===== config.mk =====
export PLATFORM = sky130hd
export DESIGN_NAME = seq_det_multi_flat
export DESIGN_NICKNAME = d
export VERILOG_FILES = /design/src/rtl/seq_det_multi_pkg.sv /design/src/rtl/seq_det_multi_if.sv /design/src/rtl/seq_det_multi_channel.sv /design/src/rtl/seq_det_multi.sv /design/src/flat_wrapper.sv
export SDC_FILE = /design/constraint.sdc
export NUM_CORES = 1
export LEC_CHECK = 0
export CAP_MARGIN = 20
export CORE_MARGIN = 2
export CORE_UTILIZATION = 50
export CTS_BUF_LIST = sky130_fd_sc_hd__clkbuf_4 sky130_fd_sc_hd__clkbuf_8
export CTS_CLUSTER_SIZE = 30
export DETAILED_ROUTE_END_ITERATION = 8
export PLACE_DENSITY_LB_ADDON = 0.12
export SLEW_MARGIN = 20
export SYNTH_ARGS = -nofsm -noshare
export SYNTH_HDL_FRONTEND = slang
export SYNTH_SLANG_ARGS = --single-unit
export TNS_END_PERCENT = 10

===== constraint.sdc =====
create_clock -name clk -period 2.5 [get_ports clk]
set_input_delay 0.5 -clock clk [delete_from_list [all_inputs] [get_ports clk]]
set_output_delay 0.5 -clock clk [all_outputs]
set_load 0.02 [all_outputs]

===== src/rtl/seq_det_multi_pkg.sv =====
// seq_det_pkg: shared constants and helpers for the multi-channel sequence detector.
//   MAX_LEN_LIMIT : largest supported pattern length
//   CNT_W_DEF     : default per-channel match counter width
//   len_w()       : width needed to hold a length value 0..max
//   clamp_len()   : folds a programmed length into the legal range 1..max
package seq_det_pkg;

    localparam int unsigned MAX_LEN_LIMIT = 16;
    localparam int unsigned CNT_W_DEF     = 8;

    function automatic int unsigned len_w(input int unsigned max);
        return $clog2(max + 1);
    endfunction

    function automatic int unsigned clamp_len(input int unsigned len, input int unsigned max);
        if (len == 0)
            return 1;
        if (len > max)
            return max;
        return len;
    endfunction

endpackage


===== src/rtl/seq_det_multi_if.sv =====
// seq_det_multi_if: configuration, serial input and match result bundle.
//   master : drives cfg_*, in_valid, in_bits, cnt_clr; observes match outputs
//   slave  : the detector side
//   match_cnt packs channel i at [i*CNT_W +: CNT_W]
interface seq_det_multi_if
    import seq_det_pkg::*;
#(
    parameter int unsigned MAX_LEN = 8,
    parameter int unsigned N_CH    = 2,
    parameter int unsigned CNT_W   = CNT_W_DEF
);
    localparam int unsigned LW = len_w(MAX_LEN);

    logic                    cfg_we;
    logic [MAX_LEN-1:0]      cfg_pattern;
    logic [LW-1:0]           cfg_len;
    logic                    cfg_overlap;
    logic                    in_valid;
    logic [N_CH-1:0]         in_bits;
    logic                    cnt_clr;
    logic [N_CH-1:0]         match;
    logic [N_CH-1:0]         match_q;
    logic [N_CH*CNT_W-1:0]   match_cnt;

    modport master (
        output cfg_we, cfg_pattern, cfg_len, cfg_overlap, in_valid, in_bits, cnt_clr,
        input  match, match_q, match_cnt
    );

    modport slave (
        input  cfg_we, cfg_pattern, cfg_len, cfg_overlap, in_valid, in_bits, cnt_clr,
        output match, match_q, match_cnt
    );

endinterface


===== src/rtl/seq_det_multi_channel.sv =====
// seq_det_channel: one serial channel of the detector.
//   clk, rst_n    : clock, synchronous active-low reset
//   cfg_we        : config load; drops this cycle's bit and clears history
//   in_valid      : in_bit is valid this cycle
//   in_bit        : serial input bit
//   cnt_clr       : zero the match counter (wins over an increment)
//   ovl           : 1 = overlapping matches, 0 = restart after a match
//   pat, mask, len: shared pattern, active-bit mask and length
//   match         : combinational Mealy match for this bit
//   cnt           : saturating match count
module seq_det_channel
    import seq_det_pkg::*;
#(
    parameter int unsigned MAX_LEN = 8,
    parameter int unsigned CNT_W   = CNT_W_DEF,
    parameter int unsigned LW      = len_w(MAX_LEN)
) (
    input  logic               clk,
    input  logic               rst_n,
    input  logic               cfg_we,
    input  logic               in_valid,
    input  logic               in_bit,
    input  logic               cnt_clr,
    input  logic               ovl,
    input  logic [MAX_LEN-1:0] pat,
    input  logic [MAX_LEN-1:0] mask,
    input  logic [LW-1:0]      len,
    output logic               match,
    output logic [CNT_W-1:0]   cnt
);
    logic [MAX_LEN-1:0] hist;
    logic [MAX_LEN-1:0] cand;
    logic [LW-1:0]      fill;
    logic [LW:0]        fill_inc;
    logic               accept;

    assign cand     = {hist[MAX_LEN-2:0], in_bit};
    assign fill_inc = {1'b0, fill} + (LW+1)'(1);
    // rst_n gates acceptance so match stays low throughout reset
    assign accept   = rst_n & in_valid & ~cfg_we;
    assign match    = accept & (fill_inc >= {1'b0, len}) & ((cand & mask) == (pat & mask));

    always_ff @(posedge clk) begin
        if (!rst_n) begin
            hist <= '0;
            fill <= '0;
        end else if (cfg_we) begin
            hist <= '0;
            fill <= '0;
        end else if (in_valid) begin
            hist <= cand;
            if (match && !ovl)
                fill <= '0;
            else if (fill_inc > {1'b0, len})
                fill <= len;
            else
                fill <= fill_inc[LW-1:0];
        end
    end

    always_ff @(posedge clk) begin
        if (!rst_n || cnt_clr)
            cnt <= '0;
        else if (match && (cnt != '1))
            cnt <= cnt + CNT_W'(1);
    end

endmodule


===== src/rtl/seq_det_multi.sv =====
// seq_det_multi: N_CH-channel programmable Mealy sequence detector.
//   clk, rst_n : clock, synchronous active-low reset
//   bus        : seq_det_multi_if.slave carrying config, serial inputs,
//                combinational match, registered match_q and packed match_cnt
// Holds the shared pattern/length/overlap config and the match_q register.
module seq_det_multi
    import seq_det_pkg::*;
#(
    parameter int unsigned MAX_LEN = 8,
    parameter int unsigned N_CH    = 2,
    parameter int unsigned CNT_W   = CNT_W_DEF
) (
    input  logic           clk,
    input  logic           rst_n,
    seq_det_multi_if.slave bus
);
    localparam int unsigned LW = len_w(MAX_LEN);

    logic [MAX_LEN-1:0]    pat;
    logic [MAX_LEN-1:0]    mask;
    logic [LW-1:0]         len;
    logic                  ovl;
    logic [N_CH-1:0]       match;
    logic [N_CH-1:0]       match_q;
    logic [N_CH*CNT_W-1:0] cnt_flat;

    always_ff @(posedge clk) begin
        if (!rst_n) begin
            pat <= '0;
            len <= LW'(1);
            ovl <= 1'b1;
        end else if (bus.cfg_we) begin
            pat <= bus.cfg_pattern;
            len <= LW'(clamp_len(32'(bus.cfg_len), MAX_LEN));
            ovl <= bus.cfg_overlap;
        end
    end

    // Thermometer mask avoids a shift that would overflow at len == MAX_LEN
    always_comb begin
        mask = '0;
        for (int unsigned i = 0; i < MAX_LEN; i++)
            mask[i] = (i < 32'(len));
    end

    for (genvar i = 0; i < N_CH; i++) begin : g_ch
        seq_det_channel #(
            .MAX_LEN (MAX_LEN),
            .CNT_W   (CNT_W),
            .LW      (LW)
        ) u_ch (
            .clk      (clk),
            .rst_n    (rst_n),
            .cfg_we   (bus.cfg_we),
            .in_valid (bus.in_valid),
            .in_bit   (bus.in_bits[i]),
            .cnt_clr  (bus.cnt_clr),
            .ovl      (ovl),
            .pat      (pat),
            .mask     (mask),
            .len      (len),
            .match    (match[i]),
            .cnt      (cnt_flat[i*CNT_W +: CNT_W])
        );
    end

    always_ff @(posedge clk) begin
        if (!rst_n)
            match_q <= '0;
        else
            match_q <= match;
    end

    assign bus.match     = match;
    assign bus.match_q   = match_q;
    assign bus.match_cnt = cnt_flat;

endmodule


===== src/flat_wrapper.sv =====
// flat-port wrapper written by rule: the top's interface ports become plain ports
module seq_det_multi_flat import seq_det_pkg::*;
#(
    parameter int unsigned MAX_LEN = 8,
    parameter int unsigned N_CH    = 2,
    parameter int unsigned CNT_W   = CNT_W_DEF
)
  (clk, rst_n, bus_cfg_we, bus_cfg_pattern, bus_cfg_len, bus_cfg_overlap, bus_in_valid, bus_in_bits, bus_cnt_clr, bus_match, bus_match_q, bus_match_cnt);
  seq_det_multi_if #(.MAX_LEN(MAX_LEN), .N_CH(N_CH), .CNT_W(CNT_W)) bus_i ();
  input  logic clk;
  input  logic rst_n;
  input wire logic [$bits(bus_i.cfg_we)-1:0] bus_cfg_we;
  input wire logic [$bits(bus_i.cfg_pattern)-1:0] bus_cfg_pattern;
  input wire logic [$bits(bus_i.cfg_len)-1:0] bus_cfg_len;
  input wire logic [$bits(bus_i.cfg_overlap)-1:0] bus_cfg_overlap;
  input wire logic [$bits(bus_i.in_valid)-1:0] bus_in_valid;
  input wire logic [$bits(bus_i.in_bits)-1:0] bus_in_bits;
  input wire logic [$bits(bus_i.cnt_clr)-1:0] bus_cnt_clr;
  output wire logic [$bits(bus_i.match)-1:0] bus_match;
  output wire logic [$bits(bus_i.match_q)-1:0] bus_match_q;
  output wire logic [$bits(bus_i.match_cnt)-1:0] bus_match_cnt;
  assign bus_i.cfg_we = bus_cfg_we;
  assign bus_i.cfg_pattern = bus_cfg_pattern;
  assign bus_i.cfg_len = bus_cfg_len;
  assign bus_i.cfg_overlap = bus_cfg_overlap;
  assign bus_i.in_valid = bus_in_valid;
  assign bus_i.in_bits = bus_in_bits;
  assign bus_i.cnt_clr = bus_cnt_clr;
  assign bus_match = bus_i.match;
  assign bus_match_q = bus_i.match_q;
  assign bus_match_cnt = bus_i.match_cnt;
  seq_det_multi #(.MAX_LEN(MAX_LEN), .N_CH(N_CH), .CNT_W(CNT_W)) u_core (.clk(clk), .rst_n(rst_n), .bus(bus_i));
endmodule

==> impl_metrics.toml, run 1 <==
[outcome]
status = "finished, violations left"
violations = "setup timing"

[power_and_ir_drop]
powerDensity_nw_per_um2 = 461
peakVddDrop_mv = 0.336
leakage_nw = 1.48

[layout]
multi_input_area_um2 = 1750
drive_gt1_share_pct = 22.5
antenna_cells = 0
n_fill_cell = 449
ff_latch_area_um2 = 1080
fin_nets = 417
syn_to_final_growth_pct = 33.3
fin_area_um2 = 3780

[floorplanning]
placementRows = 27
die_x_um = 79.3
ios = 40
die_h_um = 79.3
start_util_pct = 51.5
dieArea_um2 = 6290
coreArea_um2 = 5510

[placed_design]
dp_hpwl_um = 4810
place_congestion = 0.837
port_buffers = 39
placed_area_um2 = 3540

[clock_network]
htreeDepth = 2
tritoncts_num_sinks = 53
clk_pin_slew_ns = 0.10
hold_buffers = 0
cts_buffers = 5
clock_path_buffers = 2
insertion_delay_ns = 0.31
cts_root_buf = "clkbuf_8"
cts_tree = "built"

[synth]
synth_compound_area_share_pct = 13.6
synth_top_family_by_area = "simple AND/OR/NAND/NOR gates"
syn_area_um2 = 2840
async_reset_ff_share_pct = 0
synth.mux.area_fraction_pct = 11.3
synth_edf_count = 0
synthAdderAreaFrac_pct = 5.30
ys_top_cells_by_area = "dfxtp_1 37%, mux2i_1 11%, xnor2_1 5.9%, ha_1 5.3%, nor2_1 4.0%"
synth-seq-cells = 53
synth_commonest_cells = "53 x dfxtp_1, 32 x mux2i_1, 30 x nor2_1"
synth_cells = 306
synth_most_common_cell = "dfxtp_1"
synth.distinct_cells = 50
synthSimpleGateAreaFrac_pct = 20.5
synth_area_leader_cell = "dfxtp_1"
syn_avg_cell_area_um2 = 9.27
ys_seq_area_share_pct = 37.4
netlist.area_leader.share_pct = 37.4
synth_nets = 338
yosys_warnings = 0
ys.flop_type = "dfxtp_1"
synth-xor-area-share_pct = 7.72

[run]
drv_cap = 0

[critical_path]
crit_type = "flip-flop to output pin"
cp.required_ns = 2.00
cp.arrival_ns = 2.19
path_cells = "ha_4, xor2_2, ha_1, a21o_1, a221oi_2, nand2_1, and3_4, buf_6"
path_max_fanout = 3
slowest_stage = "dfxtp_4"
cpPeakStageDelay_ns = 0.37
start_kind = "flip-flop"
r2r_cells = 11
cp-end-kind = "output pin"

[route]
drt_iter0_drc = 85
ant_nets = 0
post-route-drc-count = 0
dr.pass1.iters = 4
vias = 2455
wl_per_cell_um = 14.2
wl_um = 6490
viasPerCell = 5.36

[timing]
rsz0062_at_grt = "yes"
hold_violations = 0
postLayoutSetupSlackWorst_ns = -0.193
slew_headroom_pct = 55.8
fmax_mhz = 371
setup_viol = 6
fin_crit_ns = 2.69
whs_ns = 0.500
skew_ns = 0.00681
slew_violations = 0
fin_crit_sh_pct = 108
worst_pin_slew_ns = 0.663

[grt]
grt_pass1_wl_um = 11000
track_usage_pct = 22.1
globalRoute.totalOverflow = 0
grt_pass1_vias = 2373
antenna_found_initial = 0
grt_max_degree = 19

[hold_path]
min_path_cells = 2
hp-class = "flip-flop to flip-flop"
per-layer routing:
layer | part of all wire (%) | vias up | global-route usage, % | routed length [um]
li1 | - | 1244 | - | -
met1 | 47 | 1162 | 29.2 | 3060
met2 | 49 | 40 | 36.9 | 3170
met3 | 2.4 | 9 | 3.75 | 155
met4 | 1.5 | 0 | 6.55 | 100
met5 | 0 | - | 0 | 0
timing repair:
item | 4_1_cts | 5_1_grt
pin swaps | 12 | 10
endpoints found under the setup margin | 8 | 17
resized for setup | 27 | 15
buffers inserted | 3 | 2
final cells by class:
class,instances,share of cell area [%]
Clock buffer,5,1.82
Clock inverter,3,0.464
Inverter,8,0.795
Multi-Input combinational cell,232,46.4
Sequential cell,53,28.5
Tap cell,72,2.38
Timing Repair Buffer,85,19.6
placed cells by master (no fill, tap or decap), types with 2 or more instances in the layout:
cell type / n
a211oi_2: 2
a21o_1: 4
a21oi_1: 12
a21oi_2: 2
a31oi_1: 2
and2_1: 4
and3_4: 3
and4_1: 2
buf_4: 45
buf_6: 3
clkbuf_8: 5
clkdlybuf4s50_1: 37
clkinv_2: 2
dfxtp_1: 48
dfxtp_4: 4
ha_1: 10
ha_4: 2
inv_1: 7
mux2i_1: 32
nand2_1: 19
nand2_4: 2
nand2b_1: 4
nand3_1: 12
nand4_1: 2
nor2_1: 30
nor2b_1: 10
o21ai_0: 8
o21ai_1: 7
o22ai_1: 6
o31ai_1: 3
or3_1: 3
or4_1: 3
xnor2_1: 18
xor2_1: 4
xor2_2: 2
critical path, delay by kind of cell (launching register included):
| kind | cells | cell delay, ns |
|---|---|---|
| simple gates | 2 | 0.28 |
| xor+xnor | 1 | 0.15 |
| fa+ha+maj | 2 | 0.46 |
| buf+inv | 1 | 0.12 |
| compound gates | 2 | 0.51 |
| flops | 1 | 0.37 |
cells by family (layout without fill, tap and decap cells):
logic type      count (synthesis)  count (layout)
compound gates                 57              57
xor+xnor                       25              25
fa+ha+maj                      12              12
buf+inv                        21             101
flops                          53              53
mux                            32              32
simple gates                  106             106
registers in the layout, summed over array words and instances, names as in the netlist:
register / flops
u_core.bus.match_q: 2
u_core.g_ch.u_ch.cnt: 16
u_core.g_ch.u_ch.fill: 8
u_core.g_ch.u_ch.hist: 14
u_core.len: 4
u_core.ovl: 1
u_core.pat: 8
stage by stage:
| stage | setup WS (ns) | std cells | power, mW | TNS (ns) | utilization [%] |
|---|---|---|---|---|---|
| 2_1_floorplan | 0.0237 | 306 | 1.11 | 0 | - |
| 3_3_place_gp | -0.502 | 445 | 1.24 | -1.46 | 64.2 |
| 3_5_place_dp | -0.502 | 445 | 1.25 | -1.61 | 64.2 |
| 4_1_cts | -0.198 | 456 | 1.75 | -0.837 | 67.2 |
| 5_1_grt | -0.321 | 458 | 1.83 | -1.95 | 68.6 |
| 6_report | -0.193 | 458 | 1.74 | -0.794 | 68.6 |
report_power, final:
| group | internal (mW) | switching [mW] |
|---|---|---|
| combinational | 0.213 | 0.171 |
| sequential | 0.861 | 0.0213 |
| clock | 0.194 | 0.280 |
| total | 1.27 | 0.473 |
final timing paths:
check,from,endpoint,slack (ns)
hold reg to reg,u_core.g_ch[0].u_ch.fill[1]$_SDFFE_PP0P_,u_core.g_ch[0].u_ch.fill[1]$_SDFFE_PP0P_,0.50
hold / removal,u_core.g_ch[0].u_ch.fill[1]$_SDFFE_PP0P_,u_core.g_ch[0].u_ch.fill[1]$_SDFFE_PP0P_,0.50
setup / recovery,u_core.g_ch[1].u_ch.fill[1]$_SDFFE_PP0P_,bus_match[1],-0.19
setup reg to reg,u_core.g_ch[1].u_ch.fill[2]$_SDFFE_PP0P_,u_core.g_ch[1].u_ch.cnt[5]$_SDFFE_PP0P_,-0.18
No activity file was read; power rests on OpenSTA's default activity.
==> inputs of run 2 (changes only) <==
==> constraint.sdc (replaced) <==
create_clock -name clk -period 3.3 [get_ports clk]
set_input_delay 0.66 -clock clk [delete_from_list [all_inputs] [get_ports clk]]
set_output_delay 0.66 -clock clk [all_outputs]
set_load 0.02 [all_outputs]
==> impl_metrics.toml, run 2 (synthesized netlist as in run 1, its figures left out) <==
[layout]
multi_input_area_um2 = 1690
layoutNonFillerInstCount = 426
largest_reg_flops = 16
final_common_cell = "dfxtp_1"
syn_to_final_growth_pct = 22.2
mostFrequentLayoutCells = "51 x dfxtp_1, 37 x clkdlybuf4s50_1, 32 x mux2i_1"
reg_top3 = "u_core.g_ch.u_ch.cnt x16, u_core.g_ch.u_ch.hist x14"
fin_nets = 385
fin_area_um2 = 3460
drive_gt1_share_pct = 11.3
ff_latch_area_um2 = 1070
antenna_cells = 0
top_register = "u_core.g_ch.u_ch.cnt"
n_fill_cell = 491

[timing]
slew_headroom_pct = 58.7
skew_ns = 0.00866
fmax_mhz = 316
setup_viol = 0
fin_crit_ns = 3.16
rsz0062_at_grt = "no"
hold_violations = 0
slew_violations = 0
fin_crit_sh_pct = 95.8
postLayoutSetupSlackWorst_ns = 0.138
whs_ns = 0.484
worst_pin_slew_ns = 0.619

[placed_design]
port_buffers = 39
place_congestion = 0.811
dp_slack_ns = -0.0298
dp_hpwl_um = 4660
placed_area_um2 = 3330
place_inst = 418

[power_and_ir_drop]
seq_power_share_pct = 51.7
power.internal_mw = 0.926
swShare_pct = 28.4
power_switching_mw = 0.368
powerDensity_nw_per_um2 = 374
leakage_nw = 1.31
peakVddDrop_mv = 0.299
power_frac_clock_pct = 30.2
power_frac_comb_pct = 18.1

[route]
wl_per_cell_um = 14.3
wl_um = 6100
met3_length_um = 182
vias = 2295
dr.pass1.iters = 4
post-route-drc-count = 0
viasPerCell = 5.39
met2_length_um = 2860
ant_nets = 0
maxUsedRoutingLayer = "met4"
wl_met1_um = 2960
drt_iter0_drc = 104

[critical_path]
path_max_fanout = 3
crit_type = "flip-flop to output pin"
cp-end-kind = "output pin"
cp.arrival_ns = 2.50
start_kind = "flip-flop"
cp.required_ns = 2.64

[floorplanning]
placementRows = 27
ios = 40
dieArea_um2 = 6290
start_util_pct = 51.5
die_x_um = 79.3
die_h_um = 79.3
coreArea_um2 = 5510

[grt]
antenna_found_initial = 0
grt_pass1_vias = 2214
grt_max_degree = 19
grt_pass1_wl_um = 10700
track_usage_pct = 21.3
globalRoute.totalOverflow = 0

[run]
drv_cap = 0

[clock_network]
cts_tree = "built"
clk_pin_slew_ns = 0.10
cts_buffers = 5
cts_root_buf = "clkbuf_8"
insertion_delay_ns = 0.32
tritoncts_num_sinks = 53
cts_setup_buffers = 0
clock_path_buffers = 2
htreeDepth = 2
hold_buffers = 0

[outcome]
status = "finished, final reports clean"

[hold_path]
hp-class = "flip-flop to flip-flop"
run 2: cell count changes in the layout (fill, tap and decap cells not counted), sizes merged:
| cell | delta |
|---|---|
| buf | -34 |
| clkbuf | +1 |
| clkinv | -1 |
| dlygate4sd2 | +1 |
| inv | +1 |
run 2: repair_timing:
| action | 4_1_cts | 5_1_grt |
|---|---|---|
| pin swaps | 0 | 1 |
| cloned | 0 | 0 |
| gates resized for setup | 3 | 9 |
| setup endpoints to repair | 2 | 2 |
run 2: final timing paths:
path | start | endpoint | slack (ns) | cells past startpoint
worst max-delay path | u_core.g_ch[1].u_ch.fill[1]$_SDFFE_PP0P_ | bus_match[1] | 0.14 | 8
worst min-delay path | u_core.g_ch[1].u_ch.fill[0]$_SDFFE_PP0P_ | u_core.g_ch[1].u_ch.fill[0]$_SDFFE_PP0P_ | 0.48 | 2
worst max register to register | u_core.g_ch[0].u_ch.fill[0]$_SDFFE_PP0P_ | u_core.g_ch[0].u_ch.cnt[5]$_SDFFE_PP0P_ | 0.54 | 10
worst min register to register | u_core.g_ch[1].u_ch.fill[0]$_SDFFE_PP0P_ | u_core.g_ch[1].u_ch.fill[0]$_SDFFE_PP0P_ | 0.48 | 2
run 2: metal layers:
metal | global-route usage (%) | vias to the layer above
li1 | - | 1180
met1 | 28.3 | 1072
met2 | 35.4 | 34
met3 | 3.64 | 9
met4 | 6.38 | 0
met5 | 0 | -
run 2: final cells by class:
type,count,area share (%)
inverters,8,0.867
flip-flops and latches,53,30.8
clock inverters,3,0.723
well taps,72,2.60
repair buffers,53,14.1
multi-input cells,232,48.9
clock buffers,5,1.99
run 2: metrics by stage:
step	setup TNS (ns)	power (mW)	util, %
after CTS	0	1.30	62.4
after global placement	-0.00277	0.911	60.6
final	0	1.29	62.9
after global routing	0	1.35	62.9
after floorplan	0	0.844	-
after detailed placement	-0.0298	0.914	60.6
run 2: critical path, cell delays in order (launching register included):
cell,delay [ns]
dfxtp_1,0.38
ha_2,0.22
xor2_2,0.17
ha_1,0.26
a21o_1,0.22
a221oi_4,0.33
nand2_1,0.10
and3_1,0.19
dlygate4sd2_1,0.32
run 2: power groups by stage:
stage | combinational, mW | clock [mW] | sequential [mW]
floorplan | 0.162 | 0 | 0.683
global placement | 0.227 | 0 | 0.684
detailed placement | 0.230 | 0 | 0.684
CTS | 0.236 | 0.399 | 0.669
global route | 0.260 | 0.417 | 0.671
finish | 0.235 | 0.391 | 0.669
==> inputs of run 3 (changes only) <==
--- a/config.mk
+++ b/config.mk
@@ -5,7 +5,7 @@
 export SDC_FILE = /design/constraint.sdc
 export NUM_CORES = 1
 export LEC_CHECK = 0
-export CAP_MARGIN = 20
+export CAP_MARGIN = 10
 export CORE_MARGIN = 2
 export CORE_UTILIZATION = 50
 export CTS_BUF_LIST = sky130_fd_sc_hd__clkbuf_4 sky130_fd_sc_hd__clkbuf_8
==> results of run 3 <==
No change in the layout: final DEF, timing and power equal those of run 2.
